--- src/rtl/spi_pkg.sv ---
// Shared SPI command controller definitions: FSM state encoding and header bit positions.
package spi_pkg;

    typedef enum logic [2:0] {
        ST_IDLE    = 3'd0,
        ST_HDR     = 3'd1,
        ST_WR_DATA = 3'd2,
        ST_RD_DATA = 3'd3,
        ST_DISCARD = 3'd4
    } state_t;

    localparam int HDR_WR_BIT  = 7;
    localparam int HDR_RSV_BIT = 6;

endpackage

--- src/rtl/spi_cmd_ctrl.sv ---
// SPI command decoder: header byte then burst of register words; reg_we/reg_re strobe 1 cycle after the completing byte.
// No backpressure: every byte_valid is consumed; read data must arrive exactly 1 cycle after reg_re.
module spi_cmd_ctrl
    import spi_pkg::*;
#(
    parameter int ADDR_W     = 4,
    parameter int DATA_BYTES = 4
) (
    input  logic                    clk,
    input  logic                    resetn,
    input  logic                    ssel_active,
    input  logic                    byte_valid,
    input  logic [7:0]              byte_in,
    output logic [7:0]              tx_byte,
    output logic [ADDR_W-1:0]       reg_addr,
    output logic [8*DATA_BYTES-1:0] reg_wdata,
    output logic                    reg_we,
    output logic                    reg_re,
    input  logic [8*DATA_BYTES-1:0] reg_rdata,
    output logic                    busy,
    output logic                    err_abort
);

    localparam int W     = 8 * DATA_BYTES;
    localparam int CNT_W = (DATA_BYTES > 1) ? $clog2(DATA_BYTES) : 1;
    localparam logic [CNT_W-1:0] CNT_LAST = CNT_W'(DATA_BYTES - 1);

    state_t           state, state_next;
    logic             ssel_q;
    logic [CNT_W-1:0] cnt;
    logic [W-1:0]     tx_sh;
    logic             rd_pend;
    logic             bv;
    logic             cnt_last;
    logic             unused_hdr;

    assign bv         = byte_valid & ssel_active;
    assign cnt_last   = (cnt == CNT_LAST);
    assign busy       = (state != ST_IDLE);
    assign unused_hdr = ^byte_in;

    // The word arriving from the register file is forwarded straight through in its
    // landing cycle so the next byte is ready 2 cycles after the word's last byte_valid.
    always_comb begin
        tx_byte = 8'h00;
        if (state == ST_RD_DATA) begin
            tx_byte = rd_pend ? reg_rdata[W-1 -: 8] : tx_sh[W-1 -: 8];
        end
    end

    always_ff @(posedge clk or negedge resetn) begin
        if (!resetn) begin
            state <= ST_IDLE;
        end else begin
            state <= state_next;
        end
    end

    always_comb begin
        state_next = state;
        if (!ssel_active) begin
            state_next = ST_IDLE;
        end else begin
            case (state)
                ST_IDLE: begin
                    if (!ssel_q) state_next = ST_HDR;
                end
                ST_HDR: begin
                    if (bv) begin
                        if (byte_in[HDR_RSV_BIT])     state_next = ST_DISCARD;
                        else if (byte_in[HDR_WR_BIT]) state_next = ST_WR_DATA;
                        else                          state_next = ST_RD_DATA;
                    end
                end
                default: state_next = state;
            endcase
        end
    end

    always_ff @(posedge clk or negedge resetn) begin
        if (!resetn) begin
            ssel_q    <= 1'b0;
            cnt       <= '0;
            tx_sh     <= '0;
            rd_pend   <= 1'b0;
            reg_addr  <= '0;
            reg_wdata <= '0;
            reg_we    <= 1'b0;
            reg_re    <= 1'b0;
            err_abort <= 1'b0;
        end else begin
            ssel_q    <= ssel_active;
            reg_we    <= 1'b0;
            reg_re    <= 1'b0;
            err_abort <= 1'b0;
            rd_pend   <= reg_re;

            // Strobes use the current address; advance it right after each access.
            if (reg_we || reg_re) reg_addr <= reg_addr + ADDR_W'(1);
            if (rd_pend)          tx_sh    <= reg_rdata;

            if (!ssel_active) begin
                cnt <= '0;
                if ((state == ST_WR_DATA || state == ST_RD_DATA) && cnt != '0) begin
                    err_abort <= 1'b1;
                end
            end else begin
                case (state)
                    ST_HDR: begin
                        if (bv) begin
                            cnt   <= '0;
                            tx_sh <= '0;
                            if (!byte_in[HDR_RSV_BIT]) begin
                                reg_addr <= byte_in[ADDR_W-1:0];
                                reg_re   <= ~byte_in[HDR_WR_BIT];
                            end
                        end
                    end
                    ST_WR_DATA: begin
                        if (bv) begin
                            reg_wdata <= (reg_wdata << 8) | W'(byte_in);
                            cnt       <= cnt_last ? '0 : cnt + CNT_W'(1);
                            reg_we    <= cnt_last;
                        end
                    end
                    ST_RD_DATA: begin
                        if (bv) begin
                            tx_sh  <= rd_pend ? (reg_rdata << 8) : (tx_sh << 8);
                            cnt    <= cnt_last ? '0 : cnt + CNT_W'(1);
                            reg_re <= cnt_last;
                        end
                    end
                    default: begin
                        cnt <= '0;
                    end
                endcase
            end
        end
    end

endmodule

--- config.mk ---
export PLATFORM = sky130hd
export DESIGN_NAME = spi_cmd_ctrl
export DESIGN_NICKNAME = d
export VERILOG_FILES = /design/src/rtl/spi_pkg.sv /design/src/rtl/spi_cmd_ctrl.sv
export SDC_FILE = /design/constraint.sdc
export NUM_CORES = 1
export LEC_CHECK = 0
export CAP_MARGIN = 5
export CORE_UTILIZATION = 52
export CTS_CLUSTER_SIZE = 25
export DETAILED_ROUTE_END_ITERATION = 7
export GPL_TIMING_DRIVEN = 0
export PLACE_DENSITY = 0.84
export SLEW_MARGIN = 20
export SYNTH_ARGS = -nofsm -noshare
export SYNTH_HDL_FRONTEND = slang
export SYNTH_SLANG_ARGS = --single-unit
--- constraint.sdc ---
create_clock -name clk -period 3 [get_ports clk]
set_clock_uncertainty 0.1 [all_clocks]
set_input_delay 0.3 -clock clk [delete_from_list [all_inputs] [get_ports clk]]
set_output_delay 0.3 -clock clk [all_outputs]
set_load 0.005 [all_outputs]
# Word-level counts from Yosys, hierarchy flattened
# Index checks and enable logic that the tools add are counted.
# Widths: inputs -> output; s select.
# op_classes
addsub	2
multipliers	0
div	0
n_lt_le_gt_ge	0
eq_ne	8
shift	0
muxes	33
bitwise_logic	3
n_reduce_logical	10
# op_table
cell	n
$mux 32	5
$pmux 32 s2	1
$or 32x8->32	1
$mux 4	5
$mux 8	2
$mux 3	4
$mux 1	9
$mux 2	4
$eq 3x2->1 const B	2
$ne 3x3->1 const B	2
$pmux 3 s2	1
$reduce_and 3->1	2
$add 4x1->4 const B	1
$pmux 2 s2	1
$eq 3x1->1 const B	1
$logic_not 3->1	1
$ne 3x1->1 const B	1
$ne 3x2->1 const B	1
$reduce_bool 3->1	1
$add 2x1->2 const B	1
$eq 2x2->1 const B	1
$logic_or 1x1->1	2
$pmux 1 s2	1
$reduce_and 2->1	1
5 further kinds	5
# totals
regBits	78
latch_bits	0
ram_bits	0
rom_bits	0
inputBits	44
out_inout_bits	48
wordCells	66
memories	0

# Depth between registers and ports, before layout
# depth
word_depth	6
ltp_mapped	6
depth_no_buf	5

# Worst setup path before layout
# Ideal clock, no wire load.
# synth_path
path_kind	register -> register
start	reg state[2]
end	reg reg_wdata[10]
setup_time_ns	0.125
arrival_time_ns	1.521
t_required_ns	2.775
path_slack_ns	1.254
path_stages_with_launch	6
path_buffers	2
period_less_slack_ns	1.746
path_cell_list	dfrtp_1 -> nand2b_1 -> or3_1 -> buf_6 -> buf_6 -> mux2_4
# synth_between
elab_chain_len	2
# synth_lines
element	line_no	rtl
start, declared	spi_cmd_ctrl.sv:28	state_t state, state_next;
start signal, assigned	spi_cmd_ctrl.sv:55	state <= state_next;
$eq 3x2->1	spi_cmd_ctrl.sv:108	case (state)
$reduce_and 3->1 (no line)	-	
end signal, assigned	spi_cmd_ctrl.sv:121	reg_wdata <= (reg_wdata << 8) | W'(byte_in);
end, declared	spi_cmd_ctrl.sv:16	output logic [8*DATA_BYTES-1:0] reg_wdata,
# Every way passes these cells.
# A chain may end at the register's enable or synchronous reset.

# Worst setup path after layout
# layout_path
start	reg state[1]
end	out tx_byte[2]
# layout_between
elab_chain_len	2
# layout_lines
element	line_no	rtl
$eq 3x2->1	spi_cmd_ctrl.sv:46	if (state == ST_RD_DATA) begin
$mux 8	spi_cmd_ctrl.sv:46	
end, declared	spi_cmd_ctrl.sv:14	output logic [7:0] tx_byte,
# Every way passes these cells.

==> results_dict.tcl <==
set metrics [dict create \
    synth_simple_gate_area_share_pct 8.44 \
    cell_class_contributing_the_biggest_share_of_worst_path_delay "buffers and inverters" \
    cts.sinks 78 \
    n_antenna_cell 0 \
    crit_path_max_incr_delay_ns 0.53 \
    critPathBufInv 3 \
    dpl_cell_area_um2 4580 \
    synth_xor_area_share_pct 0.741 \
    busiest_layer "met2" \
    finalCriticalPeriod_ns 2.74 \
    max-clock-path-buffers 2 \
    postSynthCellCount 283 \
    startpoint_class "register" \
    postLayoutSetupSlackWorst_ns 0.261 \
    mappedNetlistNets 330 \
    via_count_of_the_first_global_routing_pass 2544 \
    synth_area_per_cell_um2 12.5 \
    multiplexer_area_fraction_after_synthesis_pct 24.7 \
    minimum_hold_slack_ns 0.315 \
    tritoncts.num_buffers 9 \
    setup.worst_path.class "register to output pin" \
    drt_drc_violations_left 7 \
    power_frac_clock_pct 30.1 \
    worst_ep_arrival_ns 2.34 \
    h-tree-depth 3 \
    global_route_wire_length_before_repair_um 12600 \
    groute.layer.met1.usage_pct 31.4 \
    period_share_pct 91.3 \
    detailedPlacementHpwl_um 5650 \
    chipHeight_um 84.6 \
    postLayoutCoreUtil_pct 74.1 \
    overflow 0 \
    crit_path_cell_chain "clkbuf_1, clkbuf_2, nand3b_1, nor2_1, clkdlybuf4s50_1" \
    grt_max_degree 51 \
    drt_wirelength_um 7730 \
    postSynthRegisterBits 78 \
    layout_commonest_cell "sky130_fd_sc_hd__clkdlybuf4s50_1" \
    p_sw_share_pct 26.2 \
    cellLeakagePower_nw 2.20 \
    slew_headroom_pct 66.7 \
    post_cts.repair.setup_buffers 0 \
    cts_tree "built" \
    final_hold_viol_count 0 \
    clk_latency_ns 0.35 \
    setup-violations-final 0 \
    post-layout-total-power_mw 2.60 \
    ys_warn_count 0 \
    p_switching_uw 682 \
    post_synth_fa_ha_maj_area_fraction_pct 1.06 \
    drive_above_1_share_pct 19.6 \
    seq_power_share_pct 49.3 \
    final-max-slew-violation-count 0 \
    detail-route-antenna-nets 0 \
    area_fraction_in_compound_gates_after_synthesis_pct 6.85 \
    worst_pin_slew_ns 0.500 \
    core.rowCount 29 \
    die-area_um2 7150 \
    floorplan.io_pins 92 \
    routability_congestion 0.823 \
    timing.critical_path.slowest_stage_cell "sky130_fd_sc_hd__clkdlybuf4s50_1" \
    viasPerCell 5.32 \
    dr.first_iter.drc_count 137 \
    most_used_cells_in_the_layout_excluding_fill_and_tap_cells "sky130_fd_sc_hd__clkdlybuf4s50_1, sky130_fd_sc_hd__dfrtp_1, sky130_fd_sc_hd__nor2_1" \
    cp_max_fo 10 \
    power_density_nw_per_um2 544 \
    register_clock_pin_slew_on_the_reported_worst_setup_and_hold_paths_ns 0.08 \
    overall_routing_resource_usage_pct 23.1 \
    detail_route.first_pass.iterations 6 \
    nFillCells 466 \
    ir_drop_uv 385 \
    area.growth.synth_to_final_pct 34.9 \
    gr-usage-met2_pct 38.0 \
    synth.cell_area_um2 3540 \
    final_net_count 434 \
    design_area_um2 4780 \
    power.internal_mw 1.92 \
    fmax_ghz 0.365 \
    max_cap_violations 0 \
    register_area_share_after_synthesis_pct 55.1 \
    dieWidth_um 84.6 \
    rsz0062_at_grt "no" \
    failing_checks "DRC" \
    run_status "finished, violations left" \
    core_area_um2 6460 \
    hold_path_class "primary input to async pin" \
    initial_utilization_pct 54.9 \
    number_of_antenna_violations_at_the_first_check_in_global_routing 0 \
    grtUsageMet3_pct 3.15 \
    numPortBuffers 91 \
    critPathCaptureType "output pin" \
    average_wire_per_cell_in_the_routed_design_um 16.5 \
    count_of_cell_types_in_the_netlist 29 \
    worstPathRequired_ns 2.60 \
    preCtsSetupSlack_ns 0.500 \
    ctsRootBufferMaster "sky130_fd_sc_hd__clkbuf_8" \
    num_vias 2497 \
    combinational_family_with_the_most_area_after_synthesis "multiplexers" \
    combPwrFrac_pct 20.6 \
]
-- power groups by stage --
stage	Sequential (mW)	Clock, mW	Combinational (mW)
5_1_grt	1.30	0.841	0.587
4_1_cts	1.28	0.795	0.544
3_3_place_gp	1.29	0	0.514
3_5_place_dp	1.30	0	0.538
2_1_floorplan	1.29	0	0.249
6_report	1.28	0.784	0.536
-- synth_stat cells --
cell type,number,area (um^2)
sky130_fd_sc_hd__buf_6,4,45.0
sky130_fd_sc_hd__nor3_1,2,10.0
sky130_fd_sc_hd__a21oi_1,18,90.1
sky130_fd_sc_hd__nor4b_1,1,8.76
sky130_fd_sc_hd__mux2_4,29,435
sky130_fd_sc_hd__inv_1,3,11.3
sky130_fd_sc_hd__a22oi_1,1,7.51
sky130_fd_sc_hd__nand3b_1,1,7.51
sky130_fd_sc_hd__mux2i_1,18,180
sky130_fd_sc_hd__o41ai_1,1,8.76
sky130_fd_sc_hd__o21a_1,1,7.51
sky130_fd_sc_hd__nor2b_1,4,25.0
sky130_fd_sc_hd__or3_1,3,18.8
sky130_fd_sc_hd__ha_1,3,37.5
sky130_fd_sc_hd__nand2_1,21,78.8
sky130_fd_sc_hd__xor2_1,2,17.5
sky130_fd_sc_hd__buf_1,2,7.51
sky130_fd_sc_hd__o21ai_0,10,50.1
sky130_fd_sc_hd__dfrtp_1,78,1950
sky130_fd_sc_hd__xnor2_1,1,8.76
sky130_fd_sc_hd__a22o_1,8,70.1
sky130_fd_sc_hd__nor3b_1,2,15.0
sky130_fd_sc_hd__mux2_2,23,259
sky130_fd_sc_hd__nand2b_1,1,6.26
sky130_fd_sc_hd__clkbuf_1,9,33.8
sky130_fd_sc_hd__nand4b_1,1,8.76
sky130_fd_sc_hd__o2111ai_1,1,8.76
sky130_fd_sc_hd__nor2_1,32,120
sky130_fd_sc_hd__buf_2,3,15.0
-- logic make-up (layout without fill, tap and decap cells) --
logic type	Yosys count	in the layout
flops	78	78
mux	70	70
simple gates	68	68
compound gates	40	40
buf+inv	21	130
fa+ha+maj	3	3
xor+xnor	3	3
-- flip-flops by register name, indices dropped and copies added, names as in the netlist --
name       cells
cnt            2
err_abort      1
rd_pend        1
reg_addr       4
reg_re         1
reg_wdata     32
reg_we         1
ssel_q         1
state          3
tx_sh         32
-- area by class of cell --
class / count / area, um^2 / share of cell area (%)
Inverter: 3 / 11.3 / 0.235
Tap cell: 77 / 96.3 / 2.01
Clock inverter: 6 / 67.6 / 1.41
Multi-Input combinational cell: 184 / 1480 / 30.9
Sequential cell: 78 / 1950 / 40.8
Buffer: 18 / 103 / 2.14
Clock buffer: 10 / 128 / 2.67
Timing Repair Buffer: 93 / 946 / 19.8
-- per-layer routing --
metal / routed length (um) / part of all wire (%)
met5: 0 / 0
met4: 114 / 1.5
met3: 272 / 3.5
met2: 3940 / 51
met1: 3390 / 44
-- final timing paths --
kind	slack [ns]	end	depth (start not counted)	start
setup / recovery	0.26	tx_byte[2]	5	state[1]$_DFFE_PN0P_
hold / removal	0.31	reg_addr[3]$_DFF_PN0_	2	resetn
setup reg to reg	1.12	reg_wdata[17]$_DFFE_PN0P_	5	state[2]$_DFFE_PN0P_
hold reg to reg	0.41	rd_pend$_DFF_PN0_	0	reg_re$_DFF_PN0_
max in group asynchronous	1.92	tx_sh[25]$_DFF_PN0_	3	resetn
min in group clk	0.41	rd_pend$_DFF_PN0_	0	reg_re$_DFF_PN0_
-- repair_timing --
item	4_1_cts	5_1_grt
hold buffers	1	0
gates resized for setup	0	2
hold endpoints to repair	28	0
endpoints found under the setup margin	0	8
-- metrics by stage --
step	setup TNS (ns)	instances
6_report	0	469
4_1_cts	0	469
3_3_place_gp	-84.20	451
5_1_grt	0	469
3_5_place_dp	0	452
2_1_floorplan	0	283
-- worst reg2reg max path, delay by kind of cell, from the launching register on --
kind                   cells  cell delay [ns]
and+or+nand+nor            2             0.60
buffers and inverters      2             0.31
DFF                        1             0.45
muxes                      1             0.30
(Power assumes the default switching activity.)
